`src/rtl/ps2_pkg.sv`:
```
// Shared constants and types for the PS/2 key decoder.
package ps2_pkg;

  // Prefix and filler bytes of the set-2 scancode stream
  localparam logic [7:0] ScExt   = 8'hE0;
  localparam logic [7:0] ScBrk   = 8'hF0;
  localparam logic [7:0] ScPause = 8'hE1;

  // Modifier scancodes
  localparam logic [7:0] ScLShift = 8'h12;
  localparam logic [7:0] ScRShift = 8'h59;
  localparam logic [7:0] ScCtrl   = 8'h14;
  localparam logic [7:0] ScCaps   = 8'h58;

  // Bytes following E1 before the pause event is emitted
  localparam logic [2:0] PauseSkip = 3'd7;

  // Flag bit positions inside the 32-bit event word
  localparam int unsigned FlagBrk   = 15;
  localparam int unsigned FlagExt   = 14;
  localparam int unsigned FlagShift = 13;
  localparam int unsigned FlagCtrl  = 12;
  localparam int unsigned FlagCaps  = 11;

  typedef enum logic [2:0] {
    StIdle,
    StExt,
    StBrk,
    StExtBrk,
    StPause
  } ps2_state_e;

  // Keyboard status/ack bytes that never form a key event on their own
  function automatic logic is_filler(input logic [7:0] b);
    return (b == 8'h00) || (b == 8'hAA) || (b == 8'hFA) || (b == 8'hFE) || (b == 8'hFF);
  endfunction

endpackage

```
`src/rtl/ps2_ascii_lut.sv`:
```
// Set-2 scancode to ASCII translation for non-extended keys.
module ps2_ascii_lut (
  input  logic [7:0] scancode_i,
  input  logic       shift_i,
  input  logic       caps_i,
  output logic [7:0] ascii_o
);

  logic [7:0] letter;
  logic [7:0] plain;
  logic [7:0] shifted;

  // Letters follow shift^caps; every other key follows shift only
  always_comb begin
    letter  = 8'h00;
    plain   = 8'h00;
    shifted = 8'h00;
    case (scancode_i)
      8'h1C: letter = "a";
      8'h32: letter = "b";
      8'h21: letter = "c";
      8'h23: letter = "d";
      8'h24: letter = "e";
      8'h2B: letter = "f";
      8'h34: letter = "g";
      8'h33: letter = "h";
      8'h43: letter = "i";
      8'h3B: letter = "j";
      8'h42: letter = "k";
      8'h4B: letter = "l";
      8'h3A: letter = "m";
      8'h31: letter = "n";
      8'h44: letter = "o";
      8'h4D: letter = "p";
      8'h15: letter = "q";
      8'h2D: letter = "r";
      8'h1B: letter = "s";
      8'h2C: letter = "t";
      8'h3C: letter = "u";
      8'h2A: letter = "v";
      8'h1D: letter = "w";
      8'h22: letter = "x";
      8'h35: letter = "y";
      8'h1A: letter = "z";
      8'h45: begin plain = "0"; shifted = ")"; end
      8'h16: begin plain = "1"; shifted = "!"; end
      8'h1E: begin plain = "2"; shifted = "@"; end
      8'h26: begin plain = "3"; shifted = "#"; end
      8'h25: begin plain = "4"; shifted = "$"; end
      8'h2E: begin plain = "5"; shifted = "%"; end
      8'h36: begin plain = "6"; shifted = "^"; end
      8'h3D: begin plain = "7"; shifted = "&"; end
      8'h3E: begin plain = "8"; shifted = "*"; end
      8'h46: begin plain = "9"; shifted = "("; end
      8'h4E: begin plain = "-"; shifted = "_"; end
      8'h55: begin plain = "="; shifted = "+"; end
      8'h54: begin plain = "["; shifted = "{"; end
      8'h5B: begin plain = "]"; shifted = "}"; end
      8'h5D: begin plain = 8'h5C; shifted = "|"; end
      8'h4C: begin plain = ";"; shifted = ":"; end
      8'h52: begin plain = "'"; shifted = 8'h22; end
      8'h41: begin plain = ","; shifted = "<"; end
      8'h49: begin plain = "."; shifted = ">"; end
      8'h4A: begin plain = "/"; shifted = "?"; end
      8'h0E: begin plain = 8'h60; shifted = "~"; end
      8'h29: begin plain = " "; shifted = " "; end
      8'h5A: begin plain = 8'h0D; shifted = 8'h0D; end
      8'h66: begin plain = 8'h08; shifted = 8'h08; end
      8'h0D: begin plain = 8'h09; shifted = 8'h09; end
      8'h76: begin plain = 8'h1B; shifted = 8'h1B; end
      default: ;
    endcase
    if (letter != 8'h00) begin
      ascii_o = (shift_i ^ caps_i) ? (letter - 8'h20) : letter;
    end else begin
      ascii_o = shift_i ? shifted : plain;
    end
  end

endmodule

```
`src/rtl/ps2_key_decoder.sv`:
```
// PS/2 scancode decoder: prefix FSM, modifier tracking and a FWFT event FIFO.
module ps2_key_decoder
  import ps2_pkg::*;
#(
  parameter int unsigned FIFO_DEPTH = 8  // power of two, at least 2
) (
  input  logic                          clk_in,
  input  logic                          rst_in,
  input  logic [7:0]                    scancode_in,
  input  logic                          valid_in,
  output logic [31:0]                   event_data_out,
  output logic                          event_valid_out,
  input  logic                          event_pop_in,
  output logic [$clog2(FIFO_DEPTH):0]   count_out,
  output logic                          overflow_out,
  input  logic                          clear_overflow_in
);

  localparam int unsigned PtrW = $clog2(FIFO_DEPTH);
  localparam int unsigned CntW = PtrW + 1;
  localparam logic [CntW-1:0] CntFull = CntW'(FIFO_DEPTH);

  ps2_state_e state_q, state_d;
  logic [2:0] skip_q, skip_d;
  logic       lshift_q, lshift_d, rshift_q, rshift_d;
  logic       ctrl_q, ctrl_d, caps_q, caps_d, caps_held_q, caps_held_d;

  logic            emit;
  logic [7:0]      ev_code;
  logic            ev_ext, ev_brk;
  logic            shift_now;
  logic [7:0]      lut_ascii;
  logic [31:0]     ev_data;

  logic [31:0]     mem_q [FIFO_DEPTH];
  logic [PtrW-1:0] wr_ptr_q, wr_ptr_d, rd_ptr_q, rd_ptr_d;
  logic [CntW-1:0] count_q, count_d;
  logic            overflow_q, overflow_d;
  logic            pop_ok, push_ok, full;

  // Prefix FSM: tracks E0/F0/E1 prefixes and decides when a byte completes an event
  always_comb begin
    state_d = state_q;
    skip_d  = skip_q;
    emit    = 1'b0;
    ev_code = scancode_in;
    ev_ext  = 1'b0;
    ev_brk  = 1'b0;
    if (valid_in) begin
      unique case (state_q)
        StIdle: begin
          if (scancode_in == ScExt) state_d = StExt;
          else if (scancode_in == ScBrk) state_d = StBrk;
          else if (scancode_in == ScPause) begin
            state_d = StPause;
            skip_d  = PauseSkip;
          end else if (!is_filler(scancode_in)) emit = 1'b1;
        end
        StExt: begin
          if (scancode_in == ScBrk) state_d = StExtBrk;
          else if (scancode_in != ScExt) begin
            emit    = 1'b1;
            ev_ext  = 1'b1;
            state_d = StIdle;
          end
        end
        StBrk: begin
          if (scancode_in == ScExt) state_d = StExt;
          else if (scancode_in != ScBrk) begin
            emit    = 1'b1;
            ev_brk  = 1'b1;
            state_d = StIdle;
          end
        end
        StExtBrk: begin
          state_d = StIdle;
          if (scancode_in != ScExt && scancode_in != ScBrk) begin
            emit   = 1'b1;
            ev_ext = 1'b1;
            ev_brk = 1'b1;
          end
        end
        StPause: begin
          skip_d = skip_q - 3'd1;
          if (skip_q == 3'd1) begin
            emit    = 1'b1;
            ev_code = ScPause;
            state_d = StIdle;
          end
        end
        default: state_d = StIdle;
      endcase
    end
  end

  // Modifier updates take effect on the emitting byte so its own flags see them
  always_comb begin
    lshift_d    = lshift_q;
    rshift_d    = rshift_q;
    ctrl_d      = ctrl_q;
    caps_d      = caps_q;
    caps_held_d = caps_held_q;
    if (emit) begin
      if (!ev_ext && ev_code == ScLShift) lshift_d = !ev_brk;
      if (!ev_ext && ev_code == ScRShift) rshift_d = !ev_brk;
      if (ev_code == ScCtrl) ctrl_d = !ev_brk;
      if (!ev_ext && ev_code == ScCaps) begin
        if (ev_brk) begin
          caps_held_d = 1'b0;
        end else begin
          // Typematic repeats arrive while held and must not toggle
          if (!caps_held_q) caps_d = !caps_q;
          caps_held_d = 1'b1;
        end
      end
    end
    shift_now = lshift_d | rshift_d;
  end

  ps2_ascii_lut u_ascii_lut (
    .scancode_i (ev_code),
    .shift_i    (shift_now),
    .caps_i     (caps_d),
    .ascii_o    (lut_ascii)
  );

  // Event word assembly
  always_comb begin
    ev_data            = '0;
    ev_data[7:0]       = ev_code;
    ev_data[FlagBrk]   = ev_brk;
    ev_data[FlagExt]   = ev_ext;
    ev_data[FlagShift] = shift_now;
    ev_data[FlagCtrl]  = ctrl_d;
    ev_data[FlagCaps]  = caps_d;
    ev_data[23:16]     = (ev_ext || ev_brk) ? 8'h00 : lut_ascii;
  end

  // FIFO control: a pop while full frees the slot the coincident push needs
  always_comb begin
    full       = (count_q == CntFull);
    pop_ok     = event_pop_in && (count_q != '0);
    push_ok    = emit && (!full || pop_ok);
    wr_ptr_d   = push_ok ? wr_ptr_q + PtrW'(1) : wr_ptr_q;
    rd_ptr_d   = pop_ok ? rd_ptr_q + PtrW'(1) : rd_ptr_q;
    count_d    = count_q;
    case ({push_ok, pop_ok})
      2'b10:   count_d = count_q + CntW'(1);
      2'b01:   count_d = count_q - CntW'(1);
      default: count_d = count_q;
    endcase
    overflow_d = clear_overflow_in ? 1'b0 : overflow_q;
    if (emit && !push_ok) overflow_d = 1'b1;
  end

  // State registers with synchronous reset
  always_ff @(posedge clk_in) begin
    if (rst_in) begin
      state_q     <= StIdle;
      skip_q      <= '0;
      lshift_q    <= 1'b0;
      rshift_q    <= 1'b0;
      ctrl_q      <= 1'b0;
      caps_q      <= 1'b0;
      caps_held_q <= 1'b0;
      wr_ptr_q    <= '0;
      rd_ptr_q    <= '0;
      count_q     <= '0;
      overflow_q  <= 1'b0;
    end else begin
      state_q     <= state_d;
      skip_q      <= skip_d;
      lshift_q    <= lshift_d;
      rshift_q    <= rshift_d;
      ctrl_q      <= ctrl_d;
      caps_q      <= caps_d;
      caps_held_q <= caps_held_d;
      wr_ptr_q    <= wr_ptr_d;
      rd_ptr_q    <= rd_ptr_d;
      count_q     <= count_d;
      overflow_q  <= overflow_d;
    end
  end

  // FIFO storage, no reset needed since occupancy gates visibility
  always_ff @(posedge clk_in) begin
    if (!rst_in && push_ok) mem_q[wr_ptr_q] <= ev_data;
  end

  assign event_data_out  = mem_q[rd_ptr_q];
  assign event_valid_out = (count_q != '0);
  assign count_out       = count_q;
  assign overflow_out    = overflow_q;

endmodule

```
`config.mk`:
```
export PLATFORM = sky130hd
export DESIGN_NAME = ps2_key_decoder
export DESIGN_NICKNAME = d
export VERILOG_FILES = /design/src/rtl/ps2_pkg.sv /design/src/rtl/ps2_ascii_lut.sv /design/src/rtl/ps2_key_decoder.sv
export SDC_FILE = /design/constraint.sdc
export NUM_CORES = 1
export LEC_CHECK = 0
export ABC_AREA = 0
export CORE_UTILIZATION = 50
export DETAILED_ROUTE_END_ITERATION = 16
export DONT_BUFFER_PORTS = 1
export PLACE_DENSITY = 0.73
export RECOVER_POWER = 100
export SYNTH_ARGS = -nofsm -noshare
export SYNTH_HDL_FRONTEND = slang
export SYNTH_SLANG_ARGS = --single-unit
```
`constraint.sdc`:
```
create_clock -name clk_in -period 12.37 [get_ports clk_in]
set_input_delay 2.474 -clock clk_in [delete_from_list [all_inputs] [get_ports clk_in]]
set_output_delay 2.474 -clock clk_in [all_outputs]
set_load 0.01 [all_outputs]
```
==> out/metrics.cfg, run 1 <==
[power_and_ir_drop]
ir_drop_v=0.0000928
p_per_area_mw_per_mm2=159
power_leakage_nw=3.29
power_mw=1.62

[detailed_routing]
wl_microns=21300
antenna_left=0
first_iter_violations=713
dr.pass1.iters=7
wl_per_cell_microns=23.1
route.vias.total=5891
remaining_drc_errors=0
via_per_inst=6.38

[place]
portBuffers=0
dpl.hpwl_microns=14000
gp_congestion=0.907
place_area_sq_mm=0.00965
place_ws_ns=6.44

[floorplanning]
start_util_pct=51.0
die_h_microns=140
coreArea_sq_mm=0.0187
die-area_sq_mm=0.0196
die_w_microns=140
ios=51
fp-row-count=50

[critical_path]
r2r_cells=5
endpoint_kind=primary output
crit_fanout=42
reg2reg_from=state_q[2]$_SDFFE_PP0P_
reg2reg_to=mem_q[5][2]$_DFFE_PP_
critical_path_arrival_ns=4.28
path_class=register to primary output
start_kind=register
cp.required_ns=9.90
rrSetupSlack_ns=7.60

[sta]
setup_viol=0
timing.final.ws_setup_ns=5.62
drv_slew=131
hold_violations=0
setup_tns_ns=0
maxSlewHeadroom_pct=-124
max_freq_ghz=0.148
tightest_slew_ns=3.36
period_share_pct=54.6
rsz0062_at_grt=false
period_minus_slack_ns=6.75
finalClockSkew_ns=0.0186

[outcome]
violations=capacitance limit, slew limit
status=finished with violations

[logic_synthesis]
seq_area_frac_synth_pct=58.1
synth_largest_area_cell=edfxtp_1
netlist.area_leader.share_pct=52.9
synth_seq_cells=193
async_flop_share_pct=0
synth_edf_count=168
avgSynthCellArea_sq_um=13.6
synthTopCellsByCount=168 x edfxtp_1, 63 x nor2_1, 42 x mux4_2
synth_flop_cell=edfxtp_1
synth_most_common_cell=edfxtp_1
synth_area_leaders=edfxtp_1 53%, mux4_2 9.9%, dfxtp_1 5.2%
synth.distinct_cells=84
syn_area_sq_mm=0.00954
yosysWarnings=0
syn_inst=702

[finish]
area_delta_synth_final_pct=6.56
drive_gt1_share_pct=13.2
diodes=0
nets=699
postLayoutCellArea_sq_mm=0.0102

[hold_path]
hp-start=rd_ptr_q[1]$_SDFFE_PP0P_
min_path_cells=2
hold_class=register to register

[clock_network]
post_cts_buffers=0
cts_buffers=17
htreeDepth=4
clk_pin_slew_worst_paths_ns=0.07
insertion_delay_ns=0.44
cts_hold_buf=0
cts_root_buf=clkbuf_16
cts.sinks=193
clockBufferDepth=2
cts-resized-gates=0
tritoncts=built

[global_route]
grt-ovfl-total=0
busiest_layer=met2
grt_pass1_vias=6012
met2_usage_pct=37.4
grt_pass1_wl_microns=33800
grtUsageMet1_pct=30.6
grtUsageTotal_pct=22.9
met3_usage_pct=4.17
antenna_found_initial=0
grt_max_degree=43

[flow_run]
max-cap-violations=5

logic make-up (layout without fill, tap and decap cells):
logic type | count (synthesis) | in the layout | synth area share (%)
mux | 73 | 73 | 13.5
simple gates | 216 | 216 | 12.9
compound gates | 118 | 118 | 8.96
xor+xnor | 13 | 13 | 1.27
other cells | 1 | 11 | 0.0393
buf+inv | 79 | 57 | 3.91
fa+ha+maj | 9 | 9 | 1.26
flops | 193 | 193 | 58.1
critical path: stages, from the launching register on:
cell and delay [ns]:
dfxtp_2 0.31, clkbuf_1 2.35, mux4_2 0.74, mux2_1 0.40
routing by layer:
layer  vias up  wire [microns]
met4         0             549
met3        48            1230
li1       2674               -
met1      2954            9110
met5         -               0
met2       215           10400
power by group:
part	leakage [nW]	internal, mW	switching (mW)
Sequential	1.74	0.731	0.0304
Clock	0.291	0.310	0.231
Combinational	1.26	0.164	0.152
Total	3.29	1.20	0.413
area by class of cell:
type	instances	area [sq um]
repair buffers	8	37.5
inverters	17	63.8
flip-flops and latches	193	5550
multi-input cells	440	3630
clock inverters	9	92.6
well taps	234	293
clock buffers	23	500
fillers	1513	8540
how the worst max path moves through the flow:
stage | from | end | slack, ns
floorplan | scancode_in[1] | mem_q[7][0]$_DFFE_PP_ | 5.77
global placement | valid_in | mem_q[5][5]$_DFFE_PP_ | 6.60
detailed placement | valid_in | mem_q[5][8]$_DFFE_PP_ | 6.44
CTS | valid_in | mem_q[5][7]$_DFFE_PP_ | 6.89
global route | register | event_data_out[12] | 4.98
finish | register | event_data_out[12] | 5.62
per-stage QoR:
stage               cells  hold WS (ns)  utilization, %
global route          924         0.513            54.3
finish                924         0.477            54.3
detailed placement    892         0.470            51.6
global placement      892         0.453            51.6
floorplan             712         0.440               -
CTS                   924         0.480            54.8
registers in the layout, indices dropped and copies added (netlist names), 3 cells and up, named ones only:
signal / count
rd_ptr_q: 3
wr_ptr_q: 3
state_q: 3
skip_q: 3
count_out: 4
mem_q: 168
placed cells by master (no fill, tap or decap), types with 5 or more instances in the layout:
master	netlist	final
a211oi_1	8	8
a21o_1	5	5
a21oi_1	18	18
a31oi_1	7	7
and3_1	5	6
clkbuf_1	34	9
clkbuf_16	0	19
conb_1	1	11
dfxtp_1	25	23
edfxtp_1	168	168
ha_1	8	8
inv_1	17	17
mux2_1	0	20
mux2i_1	9	9
mux4_2	42	42
nand2_1	32	32
nand2b_1	15	15
nand3_1	7	7
nor2_1	63	62
nor2b_1	8	8
nor3_1	9	9
nor4_1	14	15
nor4bb_1	6	5
o21ai_0	19	20
o22ai_1	7	7
o31ai_1	7	8
or3_1	9	9
xnor2_1	7	8
xor2_1	5	5
Note: power is estimated with default switching activity, not from simulation.
==> run 2: changes to the inputs <==
--- a/config.mk
+++ b/config.mk
@@ -9,7 +9,7 @@
 export CORE_UTILIZATION = 50
 export DETAILED_ROUTE_END_ITERATION = 16
 export DONT_BUFFER_PORTS = 1
-export PLACE_DENSITY = 0.73
+export PLACE_DENSITY = 0.76
 export RECOVER_POWER = 100
 export SYNTH_ARGS = -nofsm -noshare
 export SYNTH_HDL_FRONTEND = slang
==> constraint.sdc (replaced) <==
create_clock -name clk_in -period 5.9 [get_ports clk_in]
set_input_delay 1.18 -clock clk_in [delete_from_list [all_inputs] [get_ports clk_in]]
set_output_delay 1.18 -clock clk_in [all_outputs]
set_load 0.01 [all_outputs]
==> run 2 against run 1 <==
Net effect:
- non-clock buffer count up 7
- die area unchanged
- sequential power up 110%
- the flow still finishes with violations (capacitance limit, slew limit)
- worst hold slack better by 0.0061 ns
- worst setup slack worse by 4.5 ns
- clock skew down 0.0029 ns
- design area up 0.59%
- combinational power up 96%
- core utilization up 0.32 points
- count of clock-buffer cells in the layout down 4
- first-iteration DRC count down 16%
==> out/metrics.cfg, run 2 (synthesis results as in run 1) <==
[sta]
period_share_pct=80.2
finalClockSkew_ns=0.0157  ; -0.00289 ns
rsz0062_at_grt=false
setup_viol=0  ; unchanged
tightest_slew_ns=2.01  ; -1.35 ns
period_minus_slack_ns=4.73
drv_slew=152  ; +16%
setup_tns_ns=0  ; unchanged
maxSlewHeadroom_pct=-34.2  ; +90 points
hold_violations=0  ; unchanged
max_freq_ghz=0.211

[clock_network]
cts_hold_buf=0  ; unchanged
cts_buffers=17  ; unchanged
tritoncts=built
cts-resized-gates=0  ; unchanged
htreeDepth=4  ; unchanged
cts_root_buf=clkbuf_16
clockBufferDepth=2  ; unchanged
clk_pin_slew_worst_paths_ns=0.07  ; about the same
insertion_delay_ns=0.42  ; -0.02 ns
post_cts_buffers=0  ; unchanged
cts.sinks=193  ; unchanged

[global_route]
grt_pass1_wl_microns=34700  ; +2.6%
grtUsageTotal_pct=23.7  ; +0.78 points
grt_pass1_vias=6004  ; -0.13%
grt-ovfl-total=0  ; unchanged
grt_max_degree=43  ; unchanged
antenna_found_initial=0  ; unchanged

[detailed_routing]
via_per_inst=6.45  ; +1.2%
route.vias.total=6006  ; +2.0%
antenna_left=0  ; unchanged
first_iter_violations=601  ; -16%
dr.pass1.iters=5  ; -2
remaining_drc_errors=0  ; unchanged
wl_microns=22200  ; +3.9%
wl_per_cell_microns=23.8  ; +3.1%

[hold_path]
min_path_cells=1  ; -1
min_to=skip_q[2]$_SDFFE_PP0P_
hp-start=skip_q[2]$_SDFFE_PP0P_
hold_class=register to register

[critical_path]
crit_fanout=32  ; -24%
cp.required_ns=6.00  ; -3.90 ns
reg2reg_to=mem_q[0][7]$_DFFE_PP_
rrSetupSlack_ns=1.30  ; -6.30 ns
path_class=input port to register
r2r_cells=7  ; +2
critical_path_arrival_ns=4.83  ; +0.55 ns
endpoint_kind=register
start_kind=input port
reg2reg_from=state_q[2]$_SDFFE_PP0P_

[floorplanning]
die-area_sq_mm=0.0196  ; unchanged
fp-row-count=50  ; unchanged
start_util_pct=51.0  ; unchanged
coreArea_sq_mm=0.0187  ; unchanged
die_h_microns=140  ; unchanged
die_w_microns=140  ; unchanged
ios=51  ; unchanged

[place]
dpl.hpwl_microns=14700  ; +4.8%
portBuffers=0  ; unchanged
gp_congestion=0.976  ; +7.6%
place_area_sq_mm=0.00971  ; +0.54%

[finish]
area_delta_synth_final_pct=7.19
largest_register_ffs=168  ; unchanged
regMostFlops=mem_q
layout_common_cells=168 x edfxtp_1, 61 x nor2_1, 42 x mux4_2
nets=706  ; +1.0%
mostFrequentLayoutCell=edfxtp_1
postLayoutCellArea_sq_mm=0.0102  ; +0.59%
drive_gt1_share_pct=13.3  ; +0.15 points
diodes=0  ; unchanged

[power_and_ir_drop]
power_mw=3.46  ; +110%
ir_drop_v=0.000201  ; +120%
p_per_area_mw_per_mm2=339  ; +110%
power_leakage_nw=3.30  ; +0.35%

[flow_run]
max-cap-violations=7  ; +2

[outcome]
status=finished with violations
violations=capacitance limit, slew limit

==> run 2: critical path, stage by stage <==
cell	delay (ns)
or2_0	0.41
or4_1	0.76
o21ai_0	0.28
o311ai_0	0.19
a22oi_1	0.55
clkbuf_1	0.51
nor4b_1	0.14
o32ai_1	0.80
==> run 2: through the flow <==
step / setup WS (ns) / utilization (%) / hold slack (ns) / instances
2_1_floorplan: 0.594 / - / 0.440 / 712
3_3_place_gp: 1.60 / 51.9 / 0.448 / 899
3_5_place_dp: 1.52 / 51.9 / 0.470 / 899
4_1_cts: 1.93 / 55.3 / 0.483 / 931
5_1_grt: 0.877 / 54.6 / 0.523 / 931
6_report: 1.17 / 54.6 / 0.483 / 931
==> run 2: layout make-up <==
| type | count | area, sq um |
|---|---|---|
| Timing Repair Buffer | 15 | 71.3 |
| Multi-Input combinational cell | 440 | 3610 |
| Clock buffer | 19 | 433 |
| Inverter | 17 | 63.8 |
| Clock inverter | 13 | 200 |
| Fill cell | 1515 | 8480 |
| Sequential cell | 193 | 5550 |
| Tap cell | 234 | 293 |
==> run 2: worst max-delay path by stage <==
stage | to | slack (ns) | start
CTS | event_data_out[4] | 1.93 | register
global route | mem_q[4][13]$_DFFE_PP_ | 0.88 | scancode_in[2]
floorplan | mem_q[7][0]$_DFFE_PP_ | 0.59 | scancode_in[1]
finish | mem_q[4][13]$_DFFE_PP_ | 1.17 | scancode_in[2]
global placement | mem_q[0][19]$_DFFE_PP_ | 1.60 | scancode_in[4]
detailed placement | mem_q[0][19]$_DFFE_PP_ | 1.52 | scancode_in[2]
==> run 2: where the power goes <==
part,switching [mW],total [mW],internal [mW],leakage [nW]
registers,0.102,1.63,1.53,1.74
logic,0.292,0.620,0.328,1.26
clock network,0.490,1.21,0.719,0.298
total,0.884,3.46,2.58,3.30
==> run 2: metal layers <==
layer	track usage (%)	vias to the layer above	routed length, microns
li1	-	2689	-
met1	31.9	3034	9430
met2	38.8	255	10800
met3	4.72	28	1490
met4	7.40	0	411
met5	0	-	0
